`config.mk`:
```
export PLATFORM = sky130hd
export DESIGN_NAME = encrypt_word_packer
export DESIGN_NICKNAME = d
export VERILOG_FILES = /design/src/rtl/encrypt_config.sv /design/src/rtl/encrypt_sync_fifo.sv /design/src/rtl/encrypt_word_packer.sv
export SDC_FILE = /design/constraint.sdc
export NUM_CORES = 1
export LEC_CHECK = 0
export ABC_CLOCK_PERIOD_IN_PS = 4080
export BUFFER_PORTS_ARGS = -buffer_cell sky130_fd_sc_hd__buf_4
export CAP_MARGIN = 20
export CORE_AREA = 10 10 177 179
export DETAILED_ROUTE_END_ITERATION = 7
export DIE_AREA = 0 0 187 189
export SLEW_MARGIN = 5
export SYNTH_ARGS = -nofsm -noshare
export SYNTH_HDL_FRONTEND = slang
export SYNTH_HIERARCHICAL = 1
export SYNTH_SLANG_ARGS = --single-unit
```
`constraint.sdc`:
```
create_clock -name clk -period 4.08 [get_ports clk]
set_clock_uncertainty 0.15 [all_clocks]
set_input_delay 0.204 -clock clk [delete_from_list [all_inputs] [get_ports clk]]
set_output_delay 0.204 -clock clk [all_outputs]
set_load 0.05 [all_outputs]
```
`src/rtl/encrypt_config.sv`:
```
// Shared types and constants for the encrypted-byte word packer.
package encrypt_config;

  localparam int unsigned PACK_LANES = 4;

  typedef struct packed {
    logic [31:0] data;
    logic [3:0]  keep;
    logic        last;
  } enc_word_t;

endpackage

```
`src/rtl/encrypt_sync_fifo.sv`:
```
// First-word-fall-through FIFO of packed words. Pushes while full succeed only
// when a pop happens in the same cycle; otherwise they are ignored.
module encrypt_sync_fifo
  import encrypt_config::*;
#(
  parameter int unsigned DEPTH = 4
) (
  input  logic                   clk,
  input  logic                   rst,
  input  logic                   push_i,
  input  enc_word_t              wdata_i,
  input  logic                   pop_i,
  output enc_word_t              rdata_o,
  output logic                   full_o,
  output logic                   empty_o,
  output logic [$clog2(DEPTH):0] level_o
);

  localparam int unsigned AW = $clog2(DEPTH);
  localparam int unsigned LW = AW + 1;

  enc_word_t         mem_q [DEPTH];
  logic [AW-1:0]     wr_ptr_q, wr_ptr_d;
  logic [AW-1:0]     rd_ptr_q, rd_ptr_d;
  logic [LW-1:0]     count_q, count_d;
  logic              do_push, do_pop;

  // Decode accepted push/pop and compute next pointers and occupancy.
  always_comb begin
    empty_o  = (count_q == '0);
    full_o   = (count_q == LW'(DEPTH));
    do_pop   = pop_i && !empty_o;
    do_push  = push_i && (!full_o || do_pop);
    wr_ptr_d = wr_ptr_q;
    rd_ptr_d = rd_ptr_q;
    count_d  = count_q;
    if (do_push) wr_ptr_d = wr_ptr_q + AW'(1);
    if (do_pop)  rd_ptr_d = rd_ptr_q + AW'(1);
    if (do_push && !do_pop) count_d = count_q + LW'(1);
    if (!do_push && do_pop) count_d = count_q - LW'(1);
  end

  // Pointer and occupancy state.
  always_ff @(posedge clk or negedge rst) begin
    if (!rst) begin
      wr_ptr_q <= '0;
      rd_ptr_q <= '0;
      count_q  <= '0;
    end else begin
      wr_ptr_q <= wr_ptr_d;
      rd_ptr_q <= rd_ptr_d;
      count_q  <= count_d;
    end
  end

  // Storage array; contents are masked at the output while empty, so no reset.
  always_ff @(posedge clk) begin
    if (do_push) mem_q[wr_ptr_q] <= wdata_i;
  end

  // Head entry falls through; drive zeros when nothing is buffered.
  always_comb begin
    rdata_o = empty_o ? '0 : mem_q[rd_ptr_q];
    level_o = count_q;
  end

endmodule

```
`src/rtl/encrypt_word_packer.sv`:
```
// Packs the encrypted byte stream into 32-bit words with keep/last marking and
// buffers them for the bus side. Words lost to a full FIFO set a sticky flag.
module encrypt_word_packer
  import encrypt_config::*;
#(
  parameter int unsigned FIFO_DEPTH = 4,
  parameter int unsigned BYTE_ORDER = 0
) (
  input  logic                        clk,
  input  logic                        rst,
  input  logic [7:0]                  din,
  input  logic                        din_v,
  input  logic                        flush,
  output logic [31:0]                 dout,
  output logic [PACK_LANES-1:0]       dout_keep,
  output logic                        dout_last,
  output logic                        dout_v,
  input  logic                        dout_rdy,
  output logic                        overflow,
  output logic [$clog2(FIFO_DEPTH):0] level
);

  logic [1:0]            idx_q, idx_d;
  logic [31:0]           stage_q, stage_d;
  logic [PACK_LANES-1:0] keep_q, keep_d;
  logic                  overflow_q, overflow_d;

  logic [1:0]            lane;
  logic [31:0]           word_nxt;
  logic [PACK_LANES-1:0] keep_nxt;
  logic                  push;
  enc_word_t             push_word;
  enc_word_t             head;
  logic                  fifo_full, fifo_empty, pop_fire;

  // Absorb the incoming byte first, then decide whether the result is pushed.
  // A flush always pushes: partial word, or a keep=0 terminator when empty.
  always_comb begin
    lane     = (BYTE_ORDER != 0) ? (2'd3 - idx_q) : idx_q;
    word_nxt = stage_q;
    keep_nxt = keep_q;
    if (din_v) begin
      word_nxt[{lane, 3'b000} +: 8] = din;
      keep_nxt[lane]                = 1'b1;
    end
    push           = flush || (din_v && (idx_q == 2'd3));
    push_word.data = word_nxt;
    push_word.keep = keep_nxt;
    push_word.last = flush;

    idx_d   = idx_q;
    stage_d = stage_q;
    keep_d  = keep_q;
    if (push) begin
      idx_d   = 2'd0;
      stage_d = '0;
      keep_d  = '0;
    end else if (din_v) begin
      idx_d   = idx_q + 2'd1;
      stage_d = word_nxt;
      keep_d  = keep_nxt;
    end

    pop_fire   = dout_rdy && !fifo_empty;
    overflow_d = overflow_q || (push && fifo_full && !pop_fire);
  end

  // Accumulator and sticky overflow state.
  always_ff @(posedge clk or negedge rst) begin
    if (!rst) begin
      idx_q      <= '0;
      stage_q    <= '0;
      keep_q     <= '0;
      overflow_q <= 1'b0;
    end else begin
      idx_q      <= idx_d;
      stage_q    <= stage_d;
      keep_q     <= keep_d;
      overflow_q <= overflow_d;
    end
  end

  encrypt_sync_fifo #(
    .DEPTH(FIFO_DEPTH)
  ) u_fifo (
    .clk     (clk),
    .rst     (rst),
    .push_i  (push),
    .wdata_i (push_word),
    .pop_i   (dout_rdy),
    .rdata_o (head),
    .full_o  (fifo_full),
    .empty_o (fifo_empty),
    .level_o (level)
  );

  // Present the FIFO head on the bus side.
  always_comb begin
    dout      = head.data;
    dout_keep = head.keep;
    dout_last = head.last;
    dout_v    = !fifo_empty;
    overflow  = overflow_q;
  end

endmodule

```
# Yosys cells after proc, flatten, opt, wreduce, memory -nomap -nowiden
# Memory sizes are Yosys's and may differ from the RTL's.
# Index checks and enable logic that the tools add are counted.
# totals
reg_bits,46
wordCells,55
out_inout_bits,42
in_bits,13
memories,1
ramBits,148
# classes
n_mux,16
bitwise,1
n_eq_ne,2
n_shift,2
n_lt_le_gt_ge,2
n_reduce_logical,18
addsub,6
# mem_list
name,depth,width,read_ports,rd_clocked_by_memory_dff,write_ports,line,text
u_fifo.mem_q,4,37,1,0,1,encrypt_sync_fifo.sv:22,enc_word_t mem_q [DEPTH];
# ops
cell,n
32-bit two-way mux,3
37-bit two-way mux,1
32-bit bitwise mux,1
8-bit by 7-bit variable shift with 32-bit output (first input constant),1
8-bit by 7-bit variable part select with 32-bit output,1
4-bit two-way mux,3
1-bit logical AND,8
5-bit negation with 7-bit output,1
2-bit by 1-bit adder with 2-bit output (second input constant),3
3-bit two-way mux,2
1-bit logical NOT,4
2-bit two-way mux,2
4-bit OR,1
2-bit nonzero test,2
3-bit by 1-bit adder with 3-bit output (second input constant),1
3-bit equality test (second input constant),1
3-bit logical NOT,1
1-bit logical OR,3
2-bit by 3-bit < comparator with 1-bit output (second input constant),1
1-bit two-way mux,3
3-bit by 1-bit subtractor with 3-bit output (second input constant),1
1-bit demux with 2-bit select,1
2-bit equality test (second input constant),1
2-bit by 1-bit greater-or-equal comparator with 1-bit output (second input constant),1

# Logic depth before layout (Yosys ltp)
# logic_depth
word_depth,8
depth_mapped,11
ltp_nobuf,9

# Modules after synthesis
# The synthesis kept the hierarchy.
# by_module_without_submodules
mod,area_per_inst_um2,cells_per_inst,instances,seq_area_each_um2
encrypt_sync_fifo,6103.4,288,1,4619.4
encrypt_word_packer,2087.0,181,1,975.9

# Worst setup path after synthesis
# OpenSTA, ideal clock, no wires.
# synth_path
path_type,register to register
startpoint,reg idx_q[0]
endpoint,"reg u_fifo.count_q[1], in the netlist u_fifo/level_o[1]"
stages_incl_launch_ff,12
n_path_buf,2
t_required_ns,3.843
period_less_slack_ns,2.601
slack_ns,1.479
arrival_ns,2.364
setup_ns,0.087
path_cell_list,dfrtp_1 ha_1 clkbuf_1 nand2_1 nand2b_1 buf_2 nor2b_1 nand2_1 fa_1 o21ba_2 o211ai_1 a22oi_1
# synth_via
elab_chain_len,7
word_cells_on_any_way,9
cone_classes,eq/ne (1); mux (1); reduce/logical (7)
# synth_rtl
item,line,text
start: declaration,encrypt_word_packer.sv:23,"logic [1:0] idx_q, idx_d;"
start signal: assignment,encrypt_word_packer.sv:76,idx_q <= idx_d;
2-bit equality test *,encrypt_word_packer.sv:46,push = flush || (din_v && (idx_q == 2'd3));
1-bit logical AND *,encrypt_word_packer.sv:46,
1-bit logical OR *,encrypt_word_packer.sv:46,
net push,encrypt_word_packer.sv:31,logic push;
1-bit logical AND *,encrypt_sync_fifo.sv:33,do_push = push_i && (!full_o || do_pop);
1-bit logical NOT,encrypt_sync_fifo.sv:40,if (!do_push && do_pop) count_d = count_q - LW'(1);
1-bit logical AND,encrypt_sync_fifo.sv:40,
3-bit two-way mux / 2-bit nonzero test (equally long branches),-,
end signal: assignment,encrypt_sync_fifo.sv:52,count_q <= count_d;
end: declaration,encrypt_sync_fifo.sv:25,"logic [LW-1:0] count_q, count_d;"
# The timed path passes the listed nets; every way through them passes the cells marked *.
# A chain may end at the register's enable or synchronous reset.

# Final worst setup path
# Same ends and word-level chain as after synthesis.

==> summary.txt <==
Synth
  – Post-synth top area share: 0.543
  – Multiplexer share of the synthesized area: 0.105
  – Leading area contributor after synthesis: edfxtp_1
  – Sequential element share of the synthesized area: 0.683
  – Simple-Gate Fraction of Synth Area: 0.0724
  – Synthesis Warnings: 6
  – Mean post-synth cell area: 17.5 um2
  – Synth Instances: 469
  – Area of the mapped netlist: 0.00819 mm2
  – Yosys cell types: 49
  – Combinational family with the most area after synthesis: multiplexers
  – Synth Area in Adders: 0.0208
  – EDFF count, synth: 148
  – Synth Register Bits: 194
  – Top FF cell, synth: edfxtp_1
  – Top area cells in the synthesized netlist: edfxtp_1, dfrtp_1, mux4_2, a22o_1, and2_1
  – XOR/XNOR Fraction of Synth Area: 0.00535
  – Async SR Flop Fraction: 0.237
  – Syn nets: 495
  – Post-synthesis compound-gate area fraction: 0.0881

Global route
  – Initial antenna violation count: 0
  – Largest net degree at the start of global routing: 47
  – Grt ovf: 0
  – Global Route Usage Sum: 0.0996
  – Vias in the first global route: 4761
  – First-pass GRT wire length: 27600 um

Clocking
  – Cts repair resizes: 0
  – Clk root buf: clkbuf_16
  – Clock buffer depth: 2
  – Sink Count: 194
  – Worst skew pair latency: 0.43 ns
  – Worst-path clk slew: 0.08 ns
  – Post-CTS Setup Bufs: 0
  – CTS tree: yes
  – H-tree depth: 4
  – TritonCTS Buffers: 17

Hold path
  – Worst hold-check path type: input pin to flip-flop

Setup path
  – Worst-path maximum fanout: 14
  – Crit Path Category: flip-flop to flip-flop
  – Crit start category: flip-flop
  – Setup crit end kind: flip-flop
  – Worst Path Required: 4.28 ns
  – Critical Path AT: 3.34 ns

Layout
  – Area of the multi-input gates: 0.00239 mm2
  – Most frequent cells in the layout: edfxtp_1, buf_4, dfrtp_1
  – Final Net Count: 556
  – Sequential cell area: 0.00560 mm2
  – Finished Cell Area: 0.00971 mm2
  – Diodes inserted: 0
  – End-of-flow core utilization: 0.351
  – Fillers: 2634
  – Layout cells sized above 1: 0.267
  – P&R area growth vs syn: 18.5%
  – Commonest non-fill, non-tap cell in the layout: edfxtp_1

Place
  – Port buffer count: 54
  – Setup Slack @ Placement: 0.981 ns
  – Placed cell area: 0.00902 mm2
  – Gpl congestion: 0.757
  – HPWL after DPL: 11400 um

Drt
  – Routed wire length: 17500 um
  – DR iter-0 viols: 370
  – Vias: 4373
  – WL/cell: 19.0 um
  – Antenna Nets Post-Route: 0
  – DRC: 0
  – Drt pass-1 iters: 5
  – Drt via density: 4.75

Floorplan
  – Die area: 0.0353 mm2
  – Die H: 189 um
  – Initial Util: 0.296
  – Rows: 61
  – Chip width: 187 um
  – Core area: 0.0276 mm2
  – Ports: 55

Timing
  – Max-slew headroom: 0.502
  – Setup tns final: 0 ns
  – Final Setup Violations: 0
  – Post-layout min period: 3.14 ns
  – Slew Viols, Final: 0
  – Worst slew pin tran: 0.741 ns
  – RSZ-0062 raised after global routing: false
  – Fmax: 0.319 GHz
  – Fin crit share: 0.769
  – Final Hold Fails: 0
  – Final setup margin: 0.941 ns

Job
  – Max Cap Viol: 0

Power
  – VDD IR max: 464 uV
  – Pwr dens: 763 mW/mm2
  – Pleak: 0.00357 uW

Status
  – Outcome: finished, final reports clean
[registers in the layout (all words and copies together), names as in the netlist]
signal / flops
stage_q: 32
keep_q: 4
idx_q: 2
u_fifo/mem_q: 148
u_fifo/rd_ptr_q: 2
overflow: 1
u_fifo/wr_ptr_q: 2
u_fifo/level_o: 3
[report_power, final]
| group | switching [uW] | internal (uW) |
|---|---|---|
| registers | 114 | 2500 |
| logic | 2060 | 1120 |
| clock network | 745 | 865 |
[area by class of cell]
| class | count | share of cell area |
|---|---|---|
| clock buffer | 18 | 0.0442 |
| clock inverter | 14 | 0.0147 |
| inverter | 12 | 0.00464 |
| sequential | 194 | 0.576 |
| multi-input combinational | 231 | 0.246 |
| timing repair buffer | 74 | 0.0655 |
| tap | 378 | 0.0487 |
[cell families (layout without fill, tap and decap cells)]
group           after synthesis  count (layout)
fa+ha+maj                    13              13
flops                       194             194
mux                          39              39
buf+inv                      44             118
compound gates               81              81
simple gates                 93              93
xor+xnor                      5               5
[synthesized netlist by cell type (8+ instances only)]
| cell type | instances |
|---|---|
| ha_1 | 12 |
| a22o_1 | 38 |
| a32o_1 | 23 |
| mux4_2 | 37 |
| dfrtp_1 | 46 |
| inv_1 | 12 |
| edfxtp_1 | 148 |
| nor2_1 | 13 |
| and2_1 | 37 |
| clkbuf_1 | 8 |
| buf_2 | 12 |
| nand2_1 | 13 |
[worst paths after layout]
check,depth (start not counted),start,to,slack (ns)
worst max-delay path,9,idx_q[0],u_fifo/level_o[1],0.94
worst min-delay path,3,din_v,idx_q[0],0.07
worst max register to register,9,idx_q[0],u_fifo/level_o[1],0.94
worst min register to register,1,u_fifo/rd_ptr_q[1],u_fifo/rd_ptr_q[1],0.33
max in group asynchronous,2,rst,u_fifo/rd_ptr_q[0],3.13
min in group asynchronous,2,rst,u_fifo/rd_ptr_q[1],0.19
[per-layer routing]
metal / up-vias / part of all wire / global-route usage
met4: 0 / 0.013 / 0.0431
met3: 16 / 0.032 / 0.0208
met1: 2274 / 0.43 / 0.122
met5: - / 0 / 0
li1: 1978 / - / -
met2: 105 / 0.52 / 0.167
[what timing repair did]
| action | in CTS | in global routing |
|---|---|---|
| hold buffers | 12 | 0 |
| endpoints found under the hold margin | 83 | 0 |
| endpoints found under the setup margin | 0 | 0 |
[metrics by stage]
step | instances | hold WS [ns] | power, uW
after global routing | 921 | 0.0740 | 7780
after CTS | 921 | 0.0395 | 7550
after floorplan | 469 | -0.242 | 4920
after detailed placement | 877 | 0.129 | 5930
after global placement | 877 | 0.103 | 5870
final | 921 | 0.0687 | 7410
[worst max-delay path, cell delays in order (launching register included)]
cell	delay (ns)
dfrtp_1	0.57
ha_1	0.46
nand2_1	0.14
nand2b_1	0.45
nor2b_1	0.17
nand2_1	0.14
fa_1	0.46
o21ba_2	0.25
o211ai_1	0.08
a22oi_1	0.19
No activity file was read; power rests on OpenSTA's default activity.
